### config.mk
export PLATFORM = sky130hd
export DESIGN_NAME = dtw_core_mq_flat
export DESIGN_NICKNAME = d
export VERILOG_FILES = /design/src/rtl/dtw_pkg.sv /design/src/rtl/dtw_core_mq_if.sv /design/src/rtl/dtw_res_slice.sv /design/src/rtl/dtw_core_mq.sv /design/src/flat_wrapper.sv
export SDC_FILE = /design/constraint.sdc
export NUM_CORES = 1
export LEC_CHECK = 0
export ABC_AREA = 1
export BUFFER_PORTS_ARGS = -buffer_cell sky130_fd_sc_hd__buf_2
export CORE_ASPECT_RATIO = 1.75
export CORE_MARGIN = 1.5
export CORE_UTILIZATION = 58
export DETAILED_ROUTE_END_ITERATION = 8
export MAX_ROUTING_LAYER = met4
export PLACE_DENSITY_LB_ADDON = 0.08
export SYNTH_ARGS = -nofsm -noshare
export SYNTH_HDL_FRONTEND = slang
export SYNTH_SLANG_ARGS = --single-unit
### constraint.sdc
create_clock -name clk -period 5.55 [get_ports clk]
set_clock_uncertainty 0.15 [all_clocks]
set_input_delay 0.2775 -clock clk [delete_from_list [all_inputs] [get_ports clk]]
set_output_delay 0.2775 -clock clk [all_outputs]
set_load 0.01 [all_outputs]
### src/rtl/dtw_pkg.sv
// rtl/dtw_pkg.sv - shared state encoding and helpers for the multi-query sDTW controller
package dtw_pkg;

    typedef enum logic [2:0] {
        S_IDLE   = 3'd0,
        S_INIT   = 3'd1,
        S_RUN    = 3'd2,
        S_DONE   = 3'd3,
        S_RESULT = 3'd4,
        S_WAIT   = 3'd5
    } dtw_state_t;

    localparam int WAIT_CYCLES = 2;

    function automatic int dtw_clog2(input int value);
        int r;
        r = 0;
        for (int v = value - 1; v > 0; v = v >> 1) r++;
        return r;
    endfunction

endpackage

### src/rtl/dtw_core_mq_if.sv
// rtl/dtw_core_mq_if.sv - result bundle with valid/ready handshake
interface dtw_core_mq_if #(
    parameter int WIDTH = 16
) ();
    logic             res_valid;
    logic             res_ready;
    logic [31:0]      res_qeu_id;
    logic [31:0]      res_ref_id;
    logic [WIDTH-1:0] res_minval;
    logic [31:0]      res_position;
    logic             res_hit;
    logic             res_last;
    logic             res_timeout;

    modport master (
        output res_valid, res_qeu_id, res_ref_id, res_minval, res_position,
               res_hit, res_last, res_timeout,
        input  res_ready
    );

    modport slave (
        input  res_valid, res_qeu_id, res_ref_id, res_minval, res_position,
               res_hit, res_last, res_timeout,
        output res_ready
    );
endinterface

### src/rtl/dtw_res_slice.sv
// rtl/dtw_res_slice.sv - holding register for the result bundle until the sink accepts it
module dtw_res_slice #(
    parameter int WIDTH = 16
) (
    input  logic             clk,
    input  logic             rst,
    input  logic             clear,
    input  logic             load,
    input  logic [31:0]      qeu_id,
    input  logic [31:0]      ref_id,
    input  logic [WIDTH-1:0] minval,
    input  logic [31:0]      position,
    input  logic             hit,
    input  logic             last,
    input  logic             timeout,
    dtw_core_mq_if.master    res
);

    always_ff @(posedge clk) begin
        if (rst || clear) begin
            res.res_valid    <= 1'b0;
            res.res_qeu_id   <= '0;
            res.res_ref_id   <= '0;
            res.res_minval   <= '0;
            res.res_position <= '0;
            res.res_hit      <= 1'b0;
            res.res_last     <= 1'b0;
            res.res_timeout  <= 1'b0;
        end else if (load) begin
            res.res_valid    <= 1'b1;
            res.res_qeu_id   <= qeu_id;
            res.res_ref_id   <= ref_id;
            res.res_minval   <= minval;
            res.res_position <= position;
            res.res_hit      <= hit;
            res.res_last     <= last;
            res.res_timeout  <= timeout;
        end else if (res.res_valid && res.res_ready) begin
            res.res_valid <= 1'b0;
        end
    end

endmodule

### src/rtl/dtw_core_mq.sv
// rtl/dtw_core_mq.sv - sequences back-to-back sDTW queries against one reference and emits one result each
module dtw_core_mq
    import dtw_pkg::*;
#(
    parameter int WIDTH            = 16,
    parameter int AXIS_WIDTH       = 32,
    parameter int SQG_SIZE         = 250,
    parameter int QSTRIDE          = 256,
    parameter int MAX_QUERIES      = 8,
    parameter int REFMEM_PTR_WIDTH = 15,
    parameter int QEUMEM_PTR_WIDTH = 11,
    parameter int TO_SLACK         = 64
) (
    input  logic                          clk,
    input  logic                          rst,
    input  logic                          start,
    input  logic                          abort,
    input  logic [dtw_clog2(MAX_QUERIES):0] cfg_nquery,
    input  logic [WIDTH-1:0]              cfg_threshold,
    output logic                          busy,
    output logic                          ref_mem_read,
    output logic [REFMEM_PTR_WIDTH-1:0]   ref_read_addr,
    input  logic [WIDTH-1:0]              dataout_ref,
    input  logic [AXIS_WIDTH-1:0]         ref_len,
    input  logic                          ref_load_done,
    output logic [QEUMEM_PTR_WIDTH-1:0]   qeu_read_addr,
    input  logic [WIDTH-1:0]              dataout_qeu,
    input  logic                          qeu_load_done,
    output logic                          dp_rst,
    output logic                          dp_running,
    input  logic                          dp_done,
    input  logic [WIDTH-1:0]              dp_minval,
    input  logic [31:0]                   dp_position,
    dtw_core_mq_if.master                 res,
    output logic [2:0]                    dbg_state,
    output logic [31:0]                   dbg_nquery,
    output logic [31:0]                   dbg_first_qid
);

    localparam int NQ_W = dtw_clog2(MAX_QUERIES) + 1;
    localparam int LW   = AXIS_WIDTH + 2;

    dtw_state_t                  state, state_nxt;
    logic [NQ_W-1:0]             nq, qidx, nq_clamped;
    logic [QEUMEM_PTR_WIDTH-1:0] qbase;
    logic [AXIS_WIDTH:0]         wdog;
    logic [1:0]                  wait_cnt;
    logic [WIDTH-1:0]            qid, rid;
    logic                        timed_out;
    logic [LW-1:0]               wd_limit, wd_run;
    logic                        wd_expired, res_fire, slice_load, slice_clear;

    // wd_run counts RUN cycles including the current one
    assign wd_limit   = LW'(ref_len) + LW'(SQG_SIZE + TO_SLACK);
    assign wd_run     = LW'(wdog) + LW'(1);
    assign wd_expired = wd_run > wd_limit;
    assign res_fire   = res.res_valid && res.res_ready;
    assign busy       = (state != S_IDLE);
    assign dbg_state  = state;

    always_comb begin
        nq_clamped = cfg_nquery;
        if (cfg_nquery == '0)
            nq_clamped = NQ_W'(1);
        else if (cfg_nquery > NQ_W'(MAX_QUERIES))
            nq_clamped = NQ_W'(MAX_QUERIES);
    end

    always_ff @(posedge clk) begin
        if (rst) state <= S_IDLE;
        else     state <= state_nxt;
    end

    always_comb begin
        state_nxt   = state;
        slice_load  = 1'b0;
        slice_clear = abort;
        case (state)
            S_IDLE:   if (start && ref_load_done && qeu_load_done) state_nxt = S_INIT;
            S_INIT:   state_nxt = S_RUN;
            S_RUN:    if (dp_done || wd_expired) state_nxt = S_DONE;
            S_DONE: begin
                slice_load = 1'b1;
                state_nxt  = S_RESULT;
            end
            S_RESULT: if (res_fire) state_nxt = res.res_last ? S_IDLE : S_WAIT;
            S_WAIT:   if (wait_cnt == 2'(WAIT_CYCLES - 1)) state_nxt = S_INIT;
            default:  state_nxt = S_IDLE;
        endcase
        if (abort) state_nxt = S_IDLE;
    end

    always_ff @(posedge clk) begin
        if (rst) begin
            nq            <= '0;
            qidx          <= '0;
            qbase         <= '0;
            wdog          <= '0;
            wait_cnt      <= '0;
            qid           <= '0;
            rid           <= '0;
            timed_out     <= 1'b0;
            ref_read_addr <= '0;
            qeu_read_addr <= '0;
            ref_mem_read  <= 1'b0;
            dp_rst        <= 1'b1;
            dp_running    <= 1'b0;
            dbg_nquery    <= '0;
            dbg_first_qid <= '0;
        end else if (abort) begin
            qidx          <= '0;
            qbase         <= '0;
            ref_read_addr <= '0;
            qeu_read_addr <= '0;
            ref_mem_read  <= 1'b0;
            dp_rst        <= 1'b1;
            dp_running    <= 1'b0;
        end else begin
            case (state)
                S_IDLE: if (state_nxt == S_INIT) begin
                    qidx <= '0;
                    nq   <= nq_clamped;
                end
                S_INIT: begin
                    qid           <= dataout_qeu;
                    rid           <= dataout_ref;
                    ref_read_addr <= REFMEM_PTR_WIDTH'(1);
                    qeu_read_addr <= qbase + QEUMEM_PTR_WIDTH'(1);
                    dp_rst        <= 1'b0;
                    dp_running    <= 1'b1;
                    ref_mem_read  <= 1'b1;
                    wdog          <= '0;
                    timed_out     <= 1'b0;
                    if (qidx == '0) dbg_first_qid <= 32'(dataout_qeu);
                end
                S_RUN: begin
                    ref_read_addr <= ref_read_addr + REFMEM_PTR_WIDTH'(1);
                    if (ref_read_addr < REFMEM_PTR_WIDTH'(SQG_SIZE + 2))
                        qeu_read_addr <= qeu_read_addr + QEUMEM_PTR_WIDTH'(1);
                    wdog      <= wdog + {{AXIS_WIDTH{1'b0}}, 1'b1};
                    timed_out <= !dp_done && wd_expired;
                end
                S_DONE: begin
                    dp_running    <= 1'b0;
                    ref_mem_read  <= 1'b0;
                    ref_read_addr <= '0;
                end
                S_RESULT: if (res_fire) begin
                    if (dbg_nquery != '1) dbg_nquery <= dbg_nquery + 32'd1;
                    dp_rst <= 1'b1;
                    if (res.res_last) begin
                        qidx          <= '0;
                        qbase         <= '0;
                        qeu_read_addr <= '0;
                    end else begin
                        qidx          <= qidx + NQ_W'(1);
                        qbase         <= qbase + QEUMEM_PTR_WIDTH'(QSTRIDE);
                        qeu_read_addr <= qbase + QEUMEM_PTR_WIDTH'(QSTRIDE);
                        wait_cnt      <= '0;
                    end
                end
                S_WAIT:  wait_cnt <= wait_cnt + 2'd1;
                default: ;
            endcase
        end
    end

    dtw_res_slice #(.WIDTH(WIDTH)) u_res_slice (
        .clk      (clk),
        .rst      (rst),
        .clear    (slice_clear),
        .load     (slice_load),
        .qeu_id   (32'(qid)),
        .ref_id   (32'(rid)),
        .minval   (dp_minval),
        .position (dp_position),
        .hit      (dp_minval <= cfg_threshold),
        .last     (qidx == nq - NQ_W'(1)),
        .timeout  (timed_out),
        .res      (res)
    );

endmodule

### src/flat_wrapper.sv
// flat-port wrapper written by rule: the top's interface ports become plain ports
module dtw_core_mq_flat import dtw_pkg::*;
#(
    parameter int WIDTH            = 16,
    parameter int AXIS_WIDTH       = 32,
    parameter int SQG_SIZE         = 250,
    parameter int QSTRIDE          = 256,
    parameter int MAX_QUERIES      = 8,
    parameter int REFMEM_PTR_WIDTH = 15,
    parameter int QEUMEM_PTR_WIDTH = 11,
    parameter int TO_SLACK         = 64
)
  (clk, rst, start, abort, cfg_nquery, cfg_threshold, busy, ref_mem_read, ref_read_addr, dataout_ref, ref_len, ref_load_done, qeu_read_addr, dataout_qeu, qeu_load_done, dp_rst, dp_running, dp_done, dp_minval, dp_position, dbg_state, dbg_nquery, dbg_first_qid, res_res_valid, res_res_qeu_id, res_res_ref_id, res_res_minval, res_res_position, res_res_hit, res_res_last, res_res_timeout, res_res_ready);
  dtw_core_mq_if #(.WIDTH(WIDTH)) res_i ();
  input  logic clk;
  input  logic rst;
  input  logic start;
  input  logic abort;
  input  logic [dtw_clog2(MAX_QUERIES):0] cfg_nquery;
  input  logic [WIDTH-1:0] cfg_threshold;
  output logic busy;
  output logic ref_mem_read;
  output logic [REFMEM_PTR_WIDTH-1:0] ref_read_addr;
  input  logic [WIDTH-1:0] dataout_ref;
  input  logic [AXIS_WIDTH-1:0] ref_len;
  input  logic ref_load_done;
  output logic [QEUMEM_PTR_WIDTH-1:0] qeu_read_addr;
  input  logic [WIDTH-1:0] dataout_qeu;
  input  logic qeu_load_done;
  output logic dp_rst;
  output logic dp_running;
  input  logic dp_done;
  input  logic [WIDTH-1:0] dp_minval;
  input  logic [31:0] dp_position;
  output logic [2:0] dbg_state;
  output logic [31:0] dbg_nquery;
  output logic [31:0] dbg_first_qid;
  output wire logic [$bits(res_i.res_valid)-1:0] res_res_valid;
  output wire logic [$bits(res_i.res_qeu_id)-1:0] res_res_qeu_id;
  output wire logic [$bits(res_i.res_ref_id)-1:0] res_res_ref_id;
  output wire logic [$bits(res_i.res_minval)-1:0] res_res_minval;
  output wire logic [$bits(res_i.res_position)-1:0] res_res_position;
  output wire logic [$bits(res_i.res_hit)-1:0] res_res_hit;
  output wire logic [$bits(res_i.res_last)-1:0] res_res_last;
  output wire logic [$bits(res_i.res_timeout)-1:0] res_res_timeout;
  input wire logic [$bits(res_i.res_ready)-1:0] res_res_ready;
  assign res_res_valid = res_i.res_valid;
  assign res_res_qeu_id = res_i.res_qeu_id;
  assign res_res_ref_id = res_i.res_ref_id;
  assign res_res_minval = res_i.res_minval;
  assign res_res_position = res_i.res_position;
  assign res_res_hit = res_i.res_hit;
  assign res_res_last = res_i.res_last;
  assign res_res_timeout = res_i.res_timeout;
  assign res_i.res_ready = res_res_ready;
  dtw_core_mq #(.WIDTH(WIDTH), .AXIS_WIDTH(AXIS_WIDTH), .SQG_SIZE(SQG_SIZE), .QSTRIDE(QSTRIDE), .MAX_QUERIES(MAX_QUERIES), .REFMEM_PTR_WIDTH(REFMEM_PTR_WIDTH), .QEUMEM_PTR_WIDTH(QEUMEM_PTR_WIDTH), .TO_SLACK(TO_SLACK)) u_core (.clk(clk), .rst(rst), .start(start), .abort(abort), .cfg_nquery(cfg_nquery), .cfg_threshold(cfg_threshold), .busy(busy), .ref_mem_read(ref_mem_read), .ref_read_addr(ref_read_addr), .dataout_ref(dataout_ref), .ref_len(ref_len), .ref_load_done(ref_load_done), .qeu_read_addr(qeu_read_addr), .dataout_qeu(dataout_qeu), .qeu_load_done(qeu_load_done), .dp_rst(dp_rst), .dp_running(dp_running), .dp_done(dp_done), .dp_minval(dp_minval), .dp_position(dp_position), .res(res_i), .dbg_state(dbg_state), .dbg_nquery(dbg_nquery), .dbg_first_qid(dbg_first_qid));
endmodule
==> flow_summary_export.csv, run 1 <==
group,metric,value,unit
status,status,"completed",
global_routing,grt_pass1_vias,13200,
setup_path,r2r_start,"u_core.wdog[0]$_SDFFE_PP0P_",
cts,cts-root-buf,"clkbuf_16",
yosys,ys_seq_area_share,37.9,%
cts,cts.sinks,250,
sta,maxSlewHeadroom,24.6,%
yosys,async_reset_ff_share,0,%
sta,tightest_slew,1.13,ns
cts,insertion_delay,0.52,ns
cts,htree_num_levels,1,
floorplanning,ios,353,
yosys,postSynthCellCount,1860,
yosys,synth_common_cells,"348 x nand2_1, 289 x nor2_1, 250 x dfxtp_1, 167 x a21oi_1, 159 x inv_1",
yosys,ys.flop_type,"dfxtp_1",
floorplanning,coreArea,22300,µm²
global_routing,grt_use_met3,5.91,%
cts,clk_pin_slew_worst_paths,0.06,ns
sta,grt_setup_unrepaired,"no",
drt,final_antenna_net_count,0,
sta,hold_viol,0,
drt,route.detailed.drc,0,
setup_path,required,5.79,ns
floorplanning,num_rows,72,
sta,fmax,252,MHz
sta,holdWs,0.0845,ns
global_routing,antenna_found_initial,4,
yosys,synth_cell_types,54,
setup_path,critPathLaunchType,"flip-flop",
sta,fin_crit_sh,71.5,%
drt,vias,13600,
setup_path,endpoint_kind,"flip-flop",
cts,cts_buffers,24,
floorplanning,start_util,59.4,%
global_routing,grt_util_met1,36.2,%
placement,gp_congestion,1.00,
drt,drt_iter0_drc,951,
yosys,syn_area_per_cell,7.10,µm²
sta,tns,0,ns
setup_path,crit_type,"reg -> reg",
yosys,synth_most_common_cell,"nand2_1",
drt,wirelength,42400,µm
sta,post-route-min-period,3.97,ns
placement,io_buffers,304,
placement,dp_hpwl,29600,µm
global_routing,grt_max_degree,94,
worst_hold_path,hold_path.class,"in -> reg",
cts,cts_tree,"done",
yosys,synth_edf_count,0,
drt,viasPerCell,5.40,
drt,post_drt_wl_per_cell,16.8,µm
global_routing,grt_pass1_wl,65400,µm
yosys,yosysTopAreaCell,"dfxtp_1",
global_routing,busiest_layer,"met2",
sta,drv_slew,0,
yosys,netlist_area,13200,µm²
power_and_ir_drop,ir_drop,0.000244,V
yosys,synth_top_cell_area_share,37.9,%
flow_run,drv_cap,0,
global_routing,use_met2,62.2,%
yosys,ys_ff_latch,250,
power_and_ir_drop,power,3.82,mW
sta,finalSetupViolCount,0,
setup_path,arrival,4.21,ns
power_and_ir_drop,power_per_cell_area,233,nW/µm²
cells_and_area,area_growth,23.8,%
yosys,yosys-top-cells-area,"dfxtp_1 38%, nand2_1 9.9%, nor2_1 8.2%",
global_routing,grt_usage,36.1,%
floorplanning,die_w,117,µm
setup_path,critPathLaunch,"u_core.wdog[0]$_SDFFE_PP0P_",
setup_path,crit_fanout,15,
worst_hold_path,hold_path_startpoint,"cfg_nquery[1]",
yosys,ys_warn_count,0,
cts,cts_buffer_depth,3,
floorplanning,dieArea,23700,µm²
cells_and_area,fin_nets,2408,
drt,first_pass_iters,5,
power_and_ir_drop,leakage,7.62,nW
floorplanning,die_y,203,µm
cells_and_area,drive_gt1_share,18.7,%
global_routing,gr-total-overflow,0,
[per-stage QoR]
| step | worst slack (ns) | cells | utilization [%] | instance area, µm² |
|---|---|---|---|---|
| 2_1_floorplan | 2.17 | 1907 | - | 13400 |
| 3_3_place_gp | 1.48 | 2395 | 66.0 | 14700 |
| 3_5_place_dp | 1.30 | 2395 | 66.0 | 14700 |
| 4_1_cts | 1.54 | 2521 | 73.5 | 16400 |
| 5_1_grt | 1.17 | 2525 | 73.5 | 16400 |
| 6_report | 1.58 | 2525 | 73.5 | 16400 |
[final timing paths]
check / to / slack [ns] / cells after the start
worst min register to register: u_core.u_res_slice.res.res_qeu_id[5]$_SDFFE_PP0P_ / 0.30 / 2
worst min-delay path: u_core.nq[1]$_SDFFE_PP0P_ / 0.08 / 5
worst max register to register: u_core.nq[0]$_SDFFE_PP0P_ / 1.58 / 25
worst max-delay path: u_core.nq[0]$_SDFFE_PP0P_ / 1.58 / 25
[flip-flops by register name (all words and copies together) (netlist names), 2 cells and up]
name / cells
u_core.u_res_slice.res.res_minval: 16
u_core.u_res_slice.res.res_qeu_id: 16
u_core.ref_read_addr: 15
u_core.wait_cnt: 2
u_core.wdog: 33
u_core.qidx: 4
u_core.u_res_slice.res.res_ref_id: 16
u_core.rid: 16
u_core.qid: 16
u_core.dbg_nquery: 32
u_core.nq: 4
u_core.qeu_read_addr: 11
u_core.qbase: 11
u_core.u_res_slice.res.res_position: 32
u_core.dbg_first_qid: 16
u_core.dbg_state: 3
[cell usage in the layout, fill, tap and decap left out, types with 4 or more instances in the layout]
cell             n
a211oi_1         4
a21oi_1        167
a21oi_2          4
buf_2          304
buf_4            9
clkbuf_1         6
clkbuf_16       25
clkbuf_8         8
conb_1          48
dfxtp_1        250
diode_2          4
dlygate4sd3_1   84
ha_1            59
inv_1          158
inv_2           13
nand2_1        348
nand2_2          8
nand3_1         45
nand3_2          5
nand4_1         28
nor2_1         286
nor2_2           9
nor2_4           8
nor3_1          38
nor3_2           5
nor4_1          16
o21a_1           5
o21ai_0        158
o21ai_1          5
xnor2_1         18
xor2_1          59
[logic make-up (layout without fill, tap and decap cells)]
logic type | count (synthesis) | after routing | synth area share, %
AO/OA/AOI/OAI | 369 | 369 | 14.9
XOR/XNOR | 77 | 77 | 5.10
adder cells (fa/ha/maj) | 59 | 59 | 5.59
buffers and inverters | 296 | 614 | 10.2
flip-flops | 250 | 250 | 37.9
other | 1 | 52 | 0.0284
AND/OR/NAND/NOR | 808 | 808 | 26.4
[routing by layer]
| layer | routed length, µm | part of all wire, % |
|---|---|---|
| met1 | 15100 | 36 |
| met2 | 21100 | 50 |
| met3 | 2770 | 6.5 |
| met4 | 3410 | 8.0 |
| met5 | 0 | 0 |
[where the power goes]
group	leakage (nW)	switching [mW]	total (mW)	internal, mW
Clock	0.405	0.698	1.72	1.02
Sequential	2.01	0.00439	1.80	1.80
Combinational	5.20	0.171	0.295	0.124
Total	7.62	0.873	3.82	2.95
[worst max-delay path, cell delays in order, from the launching register on]
cell      delay [ns]
dfxtp_1         0.42
ha_1            0.20
nand2_1         0.05
inv_1           0.12
nand3_2         0.12
nor2_2          0.15
inv_2           0.05
nor3_2          0.24
nand2_1         0.12
and3b_1         0.25
xnor2_1         0.13
clkinv_1        0.15
ha_1            0.30
nand2_1         0.05
nor2_1          0.16
nand4_1         0.10
nor3_1          0.22
nand3_1         0.12
nand2_1         0.08
nand2_1         0.11
nand2_1         0.09
nand2_2         0.08
nand2_4         0.18
nand2_1         0.07
o21ai_1         0.07
nor2_1          0.05
[what timing repair did]
action                    in CTS  in global routing
resized for setup              0                  0
hold buffers                  84                  0
hold endpoints to repair     107                  0
setup buffers                  0                  0
[cell type report]
cell class | instances | area, µm²
inverters | 175 | 662
well taps | 296 | 370
fillers | 1797 | 5890
repair buffers | 397 | 2430
clock buffers | 39 | 758
flip-flops and latches | 250 | 5000
multi-input cells | 1361 | 7060
diodes | 4 | 10.0
clock inverters | 3 | 65.1
(Power assumes the default switching activity.)
==> run 2, diff against run 1 <==
--- a/config.mk
+++ b/config.mk
@@ -9,7 +9,7 @@
 export BUFFER_PORTS_ARGS = -buffer_cell sky130_fd_sc_hd__buf_2
 export CORE_ASPECT_RATIO = 1.75
 export CORE_MARGIN = 1.5
-export CORE_UTILIZATION = 58
+export CORE_UTILIZATION = 54
 export DETAILED_ROUTE_END_ITERATION = 8
 export MAX_ROUTING_LAYER = met4
 export PLACE_DENSITY_LB_ADDON = 0.08
==> constraint.sdc (replaced) <==
create_clock -name clk -period 4 [get_ports clk]
set_clock_uncertainty 0.15 [all_clocks]
set_input_delay 0.2 -clock clk [delete_from_list [all_inputs] [get_ports clk]]
set_output_delay 0.2 -clock clk [all_outputs]
set_load 0.01 [all_outputs]
==> run 2 against run 1 <==
- cell count increased by 1.1%
- first-iteration DRC count decreased by 43%
- clock power increased by 37%
- largest power group unchanged
==> flow_summary_export.csv, run 2 (synthesis results as in run 1) <==
group,metric,value,unit
status,status,"completed",
cts,cts.sinks,250,
floorplanning,die_w,121,µm
global_routing,grt_pass1_wl,63100,µm
drt,wirelength,40500,µm
sta,post-route-min-period,3.68,ns
cells_and_area,largest-register,"u_core.wdog",
floorplanning,ios,353,
cells_and_area,fin_nets,2423,
global_routing,grt_usage,31.6,%
sta,tightest_slew,1.06,ns
cells_and_area,register_area,5010,µm²
cts,cts_buffers,24,
cells_and_area,final_cell_area,16500,µm²
global_routing,gr-total-overflow,0,
power_and_ir_drop,power_per_cell_area,318,nW/µm²
sta,grt_setup_unrepaired,"no",
sta,maxSlewHeadroom,29.0,%
setup_path,arrival,3.91,ns
worst_hold_path,hold_path.class,"in -> reg",
placement,gp_congestion,0.936,
drt,drt_iter0_drc,542,
cts,cts_buffer_depth,3,
drt,dr_wl_met2,21600,µm
drt,vias,13400,
cells_and_area,top_regs,"u_core.wdog x33, u_core.dbg_nquery x32, u_core.u_res_slice.res.res_position x32",
cts,insertion_delay,0.54,ns
sta,tns,0,ns
global_routing,antenna_found_initial,5,
setup_path,crit_type,"reg -> reg",
floorplanning,num_rows,75,
floorplanning,die_y,210,µm
placement,dp_hpwl,29200,µm
sta,finalSetupViolCount,0,
drt,route.detailed.drc,0,
cts,post_cts_buffers,0,
floorplanning,start_util,55.0,%
sta,drv_slew,0,
placement,place_area,14800,µm²
cts,htree_num_levels,1,
cells_and_area,final_common_cell,"nand2_1",
cells_and_area,largest_register_ffs,33,
drt,met3WireLength,2280,µm
drt,met1_length,14700,µm
cells_and_area,n_fill_cell,2153,
drt,post_drt_wl_per_cell,15.8,µm
cells_and_area,drive_gt1_share,19.1,%
drt,top_layer_used,"met4",
cells_and_area,multi_input_area,7120,µm²
setup_path,critPathLaunchType,"flip-flop",
cells_and_area,mostFrequentLayoutCells,"348 x nand2_1, 304 x buf_2, 284 x nor2_1",
placement,io_buffers,304,
flow_run,drv_cap,0,
sta,fin_crit_sh,92.0,%
sta,fmax,272,MHz
sta,hold_viol,0,
cts,cts-root-buf,"clkbuf_16",
global_routing,grt_pass1_vias,12900,
setup_path,endpoint_kind,"flip-flop",
cts,cts_tree,"done",
floorplanning,coreArea,24000,µm²
floorplanning,dieArea,25500,µm²
drt,first_pass_iters,5,
setup_path,crit_fanout,8,
global_routing,grt_max_degree,94,
setup_path,required,4.23,ns
cts,clk_pin_slew_worst_paths,0.06,ns
drt,viasPerCell,5.26,
drt,final_antenna_net_count,0,
cells_and_area,area_growth,25.1,%
power_and_ir_drop,ir_drop,0.000277,V
power_and_ir_drop,leakage,7.72,nW
==> run 2: cell types whose count changed in the layout (fill, tap and decap cells not counted), moves of 2 or more <==
| cell | change |
|---|---|
| buf_4 | +7 |
| clkbuf_8 | -5 |
| clkinv_2 | +4 |
| dlygate4sd3_1 | +7 |
| nor2_1 | -2 |
| nor3_2 | -2 |
| nor3_4 | +2 |
==> run 2: layer usage <==
layer	GRT usage, %	vias up
met2	59.1	444
met1	31.6	6186
li1	-	6691
met4	15.7	0
met5	-	-
met3	3.98	116
==> run 2: path summary, 6_finish.rpt <==
kind                                from                          end  depth (start not counted)  slack (ns)
min reg2reg   u_core.rid[6]$_SDFFE_PP0P_   u_core.rid[6]$_SDFFE_PP0P_                          2        0.30
max          u_core.wdog[2]$_SDFFE_PP0P_    u_core.nq[1]$_SDFFE_PP0P_                         25        0.32
max reg2reg  u_core.wdog[2]$_SDFFE_PP0P_    u_core.nq[1]$_SDFFE_PP0P_                         25        0.32
min                                abort  u_core.wdog[0]$_SDFFE_PP0P_                          3        0.03
==> run 2: what timing repair did <==
item	in CTS	in global routing
hold buffers	91	0
gates resized for setup	0	10
endpoints found under the hold margin	117	0
setup endpoints to repair	0	9
==> run 2: worst max-delay path, cell delays in order (launching register included) <==
cell     delay [ns]
dfxtp_1        0.38
nand3_2        0.14
nor2_4         0.15
inv_2          0.05
nor2_2         0.12
nand2_1        0.14
nor3_4         0.17
nand2_1        0.12
nor2_2         0.17
nand4_1        0.12
xor2_1         0.18
inv_2          0.06
ha_1           0.30
nand2_1        0.07
nor2_2         0.12
nand4_1        0.09
nor3_1         0.20
nand3_1        0.11
nand2_1        0.09
nand2_1        0.08
nand2_1        0.11
nand2_4        0.10
nand2_8        0.11
nand2_1        0.05
o21ai_1        0.08
nor2_1         0.06
==> run 2: cell type report <==
class | instances | share of cell area [%]
multi-input cells | 1362 | 43.0
clock buffers | 33 | 4.02
clock inverters | 10 | 0.840
diodes | 5 | 0.0757
flip-flops and latches | 250 | 30.3
repair buffers | 411 | 15.4
inverters | 175 | 4.00
well taps | 308 | 2.33
==> run 2: per-stage QoR <==
| step | worst slack (ns) | hold slack [ns] | total power, mW | utilization, % | instances |
|---|---|---|---|---|---|
| after floorplan | 0.617 | 0.185 | 2.78 | - | 1907 |
| after CTS | 0.0879 | 0.00177 | 5.28 | 68.6 | 2548 |
| final | 0.319 | 0.0335 | 5.26 | 68.8 | 2554 |
| after global routing | 0.0247 | 0.0504 | 5.44 | 68.8 | 2554 |
| after detailed placement | 0.0311 | 0.280 | 2.88 | 61.4 | 2414 |
| after global placement | 0.148 | 0.274 | 2.88 | 61.4 | 2414 |
==> run 2: where the power goes <==
| group | leakage (nW) | switching (mW) | internal [mW] |
|---|---|---|---|
| combinational | 5.31 | 0.227 | 0.174 |
| sequential | 2.01 | 0.00582 | 2.50 |
| clock | 0.393 | 0.993 | 1.36 |
| total | 7.72 | 1.23 | 4.03 |
==> run 3, diff against run 2 <==
--- a/config.mk
+++ b/config.mk
@@ -13,6 +13,7 @@
 export DETAILED_ROUTE_END_ITERATION = 8
 export MAX_ROUTING_LAYER = met4
 export PLACE_DENSITY_LB_ADDON = 0.08
+export SETUP_SLACK_MARGIN = 0.4
 export SYNTH_ARGS = -nofsm -noshare
 export SYNTH_HDL_FRONTEND = slang
 export SYNTH_SLANG_ARGS = --single-unit
==> run 3 against run 2 <==
- maximum frequency rose by 4.7%
- critical endpoint is now u_core.nq[2]$_SDFFE_PP0P_
- cell area rose by 2.5%
- combinational power rose by 2%
- non-clock buffer count rose by 22
- sequential power barely moved
==> flow_summary_export.csv, run 3 (synthesis results as in run 1) <==
group,metric,value,unit
sta,maxSlewHeadroom,29.1,%
cells_and_area,mostFrequentLayoutCells,"336 x nand2_1, 304 x buf_2, 281 x nor2_1",
cells_and_area,n_fill_cell,2102,
cells_and_area,fin_nets,2445,
global_routing,grt_usage,31.7,%
cts,clk_pin_slew_worst_paths,0.07,ns
worst_hold_path,min_path_cells,4,
sta,setup_ws,0.485,ns
floorplanning,num_rows,75,
setup_path,rr_endpoint,"u_core.nq[2]$_SDFFE_PP0P_",
drt,vias,13600,
setup_path,cpMostUsedCell,"nand2_1",
floorplanning,ios,353,
worst_hold_path,hold_path_startpoint,"abort",
cts,insertion_delay,0.54,ns
cts,cts-root-buf,"clkbuf_16",
placement,dp_slack,0.0311,ns
sta,drv_slew,0,
setup_path,arrival,3.75,ns
cells_and_area,largest-register,"u_core.wdog",
setup_path,crit_fanout,8,
setup_path,critPathLaunchType,"flip-flop",
setup_path,crit_slowest_cell,"dfxtp_4",
sta,post-route-min-period,3.52,ns
setup_path,endpoint_kind,"flip-flop",
power_and_ir_drop,ir_drop,0.000285,V
cells_and_area,register_area,5030,µm²
floorplanning,die_y,210,µm
cts,cts_buffer_depth,3,
sta,tns,0,ns
setup_path,critPathBufInv,1,
sta,fin_crit_sh,87.9,%
drt,post_drt_wl_per_cell,16.0,µm
drt,wirelength,41300,µm
power_and_ir_drop,power,5.27,mW
drt,viasPerCell,5.29,
floorplanning,start_util,55.0,%
global_routing,grt_pass1_vias,13000,
floorplanning,coreArea,24000,µm²
sta,tightest_slew,1.06,ns
drt,first_pass_iters,7,
floorplanning,die_w,121,µm
setup_path,r2r_start,"u_core.wdog[0]$_SDFFE_PP0P_",
cells_and_area,top_regs,"u_core.wdog x33, u_core.dbg_nquery x32, u_core.u_res_slice.res.res_position x32",
setup_path,rrSetupSlack,0.48,ns
worst_hold_path,hold_path.class,"in -> reg",
sta,grt_setup_unrepaired,"yes",
global_routing,antenna_found_initial,5,
cells_and_area,drive_gt1_share,22.0,%
cells_and_area,largest_register_ffs,33,
placement,gp_congestion,0.936,
cells_and_area,post-route-util,70.6,%
cells_and_area,area_growth,28.3,%
cts,cts_tree,"done",
drt,final_antenna_net_count,0,
cells_and_area,multi_input_area,7330,µm²
power_and_ir_drop,leakage,7.88,nW
worst_hold_path,holdPathEnd,"u_core.dbg_state[0]$_SDFF_PP0_",
drt,route.detailed.drc,0,
setup_path,required,4.23,ns
floorplanning,dieArea,25500,µm²
sta,fmax,284,MHz
power_and_ir_drop,power_per_cell_area,311,nW/µm²
global_routing,gr-total-overflow,0,
placement,dp_hpwl,29200,µm
drt,drt_iter0_drc,586,
global_routing,grt_max_degree,94,
sta,holdWs,0.0325,ns
cts,cts.sinks,250,
status,status,"completed",
setup_path,reg2reg_depth,25,
sta,hold_viol,0,
setup_path,crit_family,"simple AND/OR/NAND/NOR gates",
setup_path,max_stage_delay,0.38,ns
cts,htree_num_levels,1,
cts,cts_buffers,24,
setup_path,crit_type,"reg -> reg",
placement,io_buffers,304,
flow_run,drv_cap,0,
cells_and_area,final_common_cell,"nand2_1",
global_routing,grt_pass1_wl,63400,µm
sta,finalSetupViolCount,0,
-- run 3: routing by layer --
layer / GRT usage (%) / up-vias / wire length [µm]
li1: - / 6736 / -
met1: 31.8 / 6330 / 15100
met2: 59.1 / 441 / 22000
met3: 4.00 / 117 / 2160
met4: 16.4 / 0 / 1980
met5: - / - / 0
-- run 3: how the worst max path moves through the flow --
stage,from,to,slack (ns),cells past startpoint
after floorplan,u_core.wdog[0]$_SDFFE_PP0P_,u_core.qidx[1]$_SDFFE_PP0P_,0.62,26
after global placement,ref_len[1],u_core.nq[2]$_SDFFE_PP0P_,0.15,27
after detailed placement,ref_len[1],u_core.nq[1]$_SDFFE_PP0P_,0.03,27
after CTS,u_core.wdog[0]$_SDFFE_PP0P_,u_core.nq[1]$_SDFFE_PP0P_,0.40,26
after global routing,u_core.wdog[0]$_SDFFE_PP0P_,u_core.nq[2]$_SDFFE_PP0P_,0.23,28
final,u_core.wdog[0]$_SDFFE_PP0P_,u_core.nq[2]$_SDFFE_PP0P_,0.48,25
-- run 3: what timing repair did --
item,4_1_cts,5_1_grt
setup endpoints to repair,9,9
endpoints found under the hold margin,117,0
pin swaps,6,28
gates resized for setup,12,59
gates cloned,1,0
buffers inserted,5,16
hold buffers,92,0
-- run 3: cell type report --
cell class                 count  share of cell area (%)
inverter                     175                    3.90
timing repair buffer         433                    16.1
antenna                        5                  0.0738
tap                          308                    2.27
multi-input combinational   1362                    43.3
clock inverter                10                   0.819
clock buffer                  33                    3.92
sequential                   250                    29.7
-- run 3: where the power goes --
part / internal, mW / switching [mW] / total, mW
Combinational: 0.179 / 0.231 / 0.410
Clock: 1.36 / 0.996 / 2.36
Sequential: 2.50 / 0.00589 / 2.50
-- run 3: through the flow --
| step | cells | cell area (µm²) |
|---|---|---|
| floorplan | 1907 | 13400 |
| global placement | 2414 | 14800 |
| detailed placement | 2414 | 14800 |
| CTS | 2555 | 16600 |
| global route | 2576 | 17000 |
| finish | 2576 | 17000 |
-- run 3: tightest hold or removal path, cell delays in order --
cell	delay [ns]
buf_2	0.19
inv_1	0.15
nand2_1	0.07
nor2_1	0.07
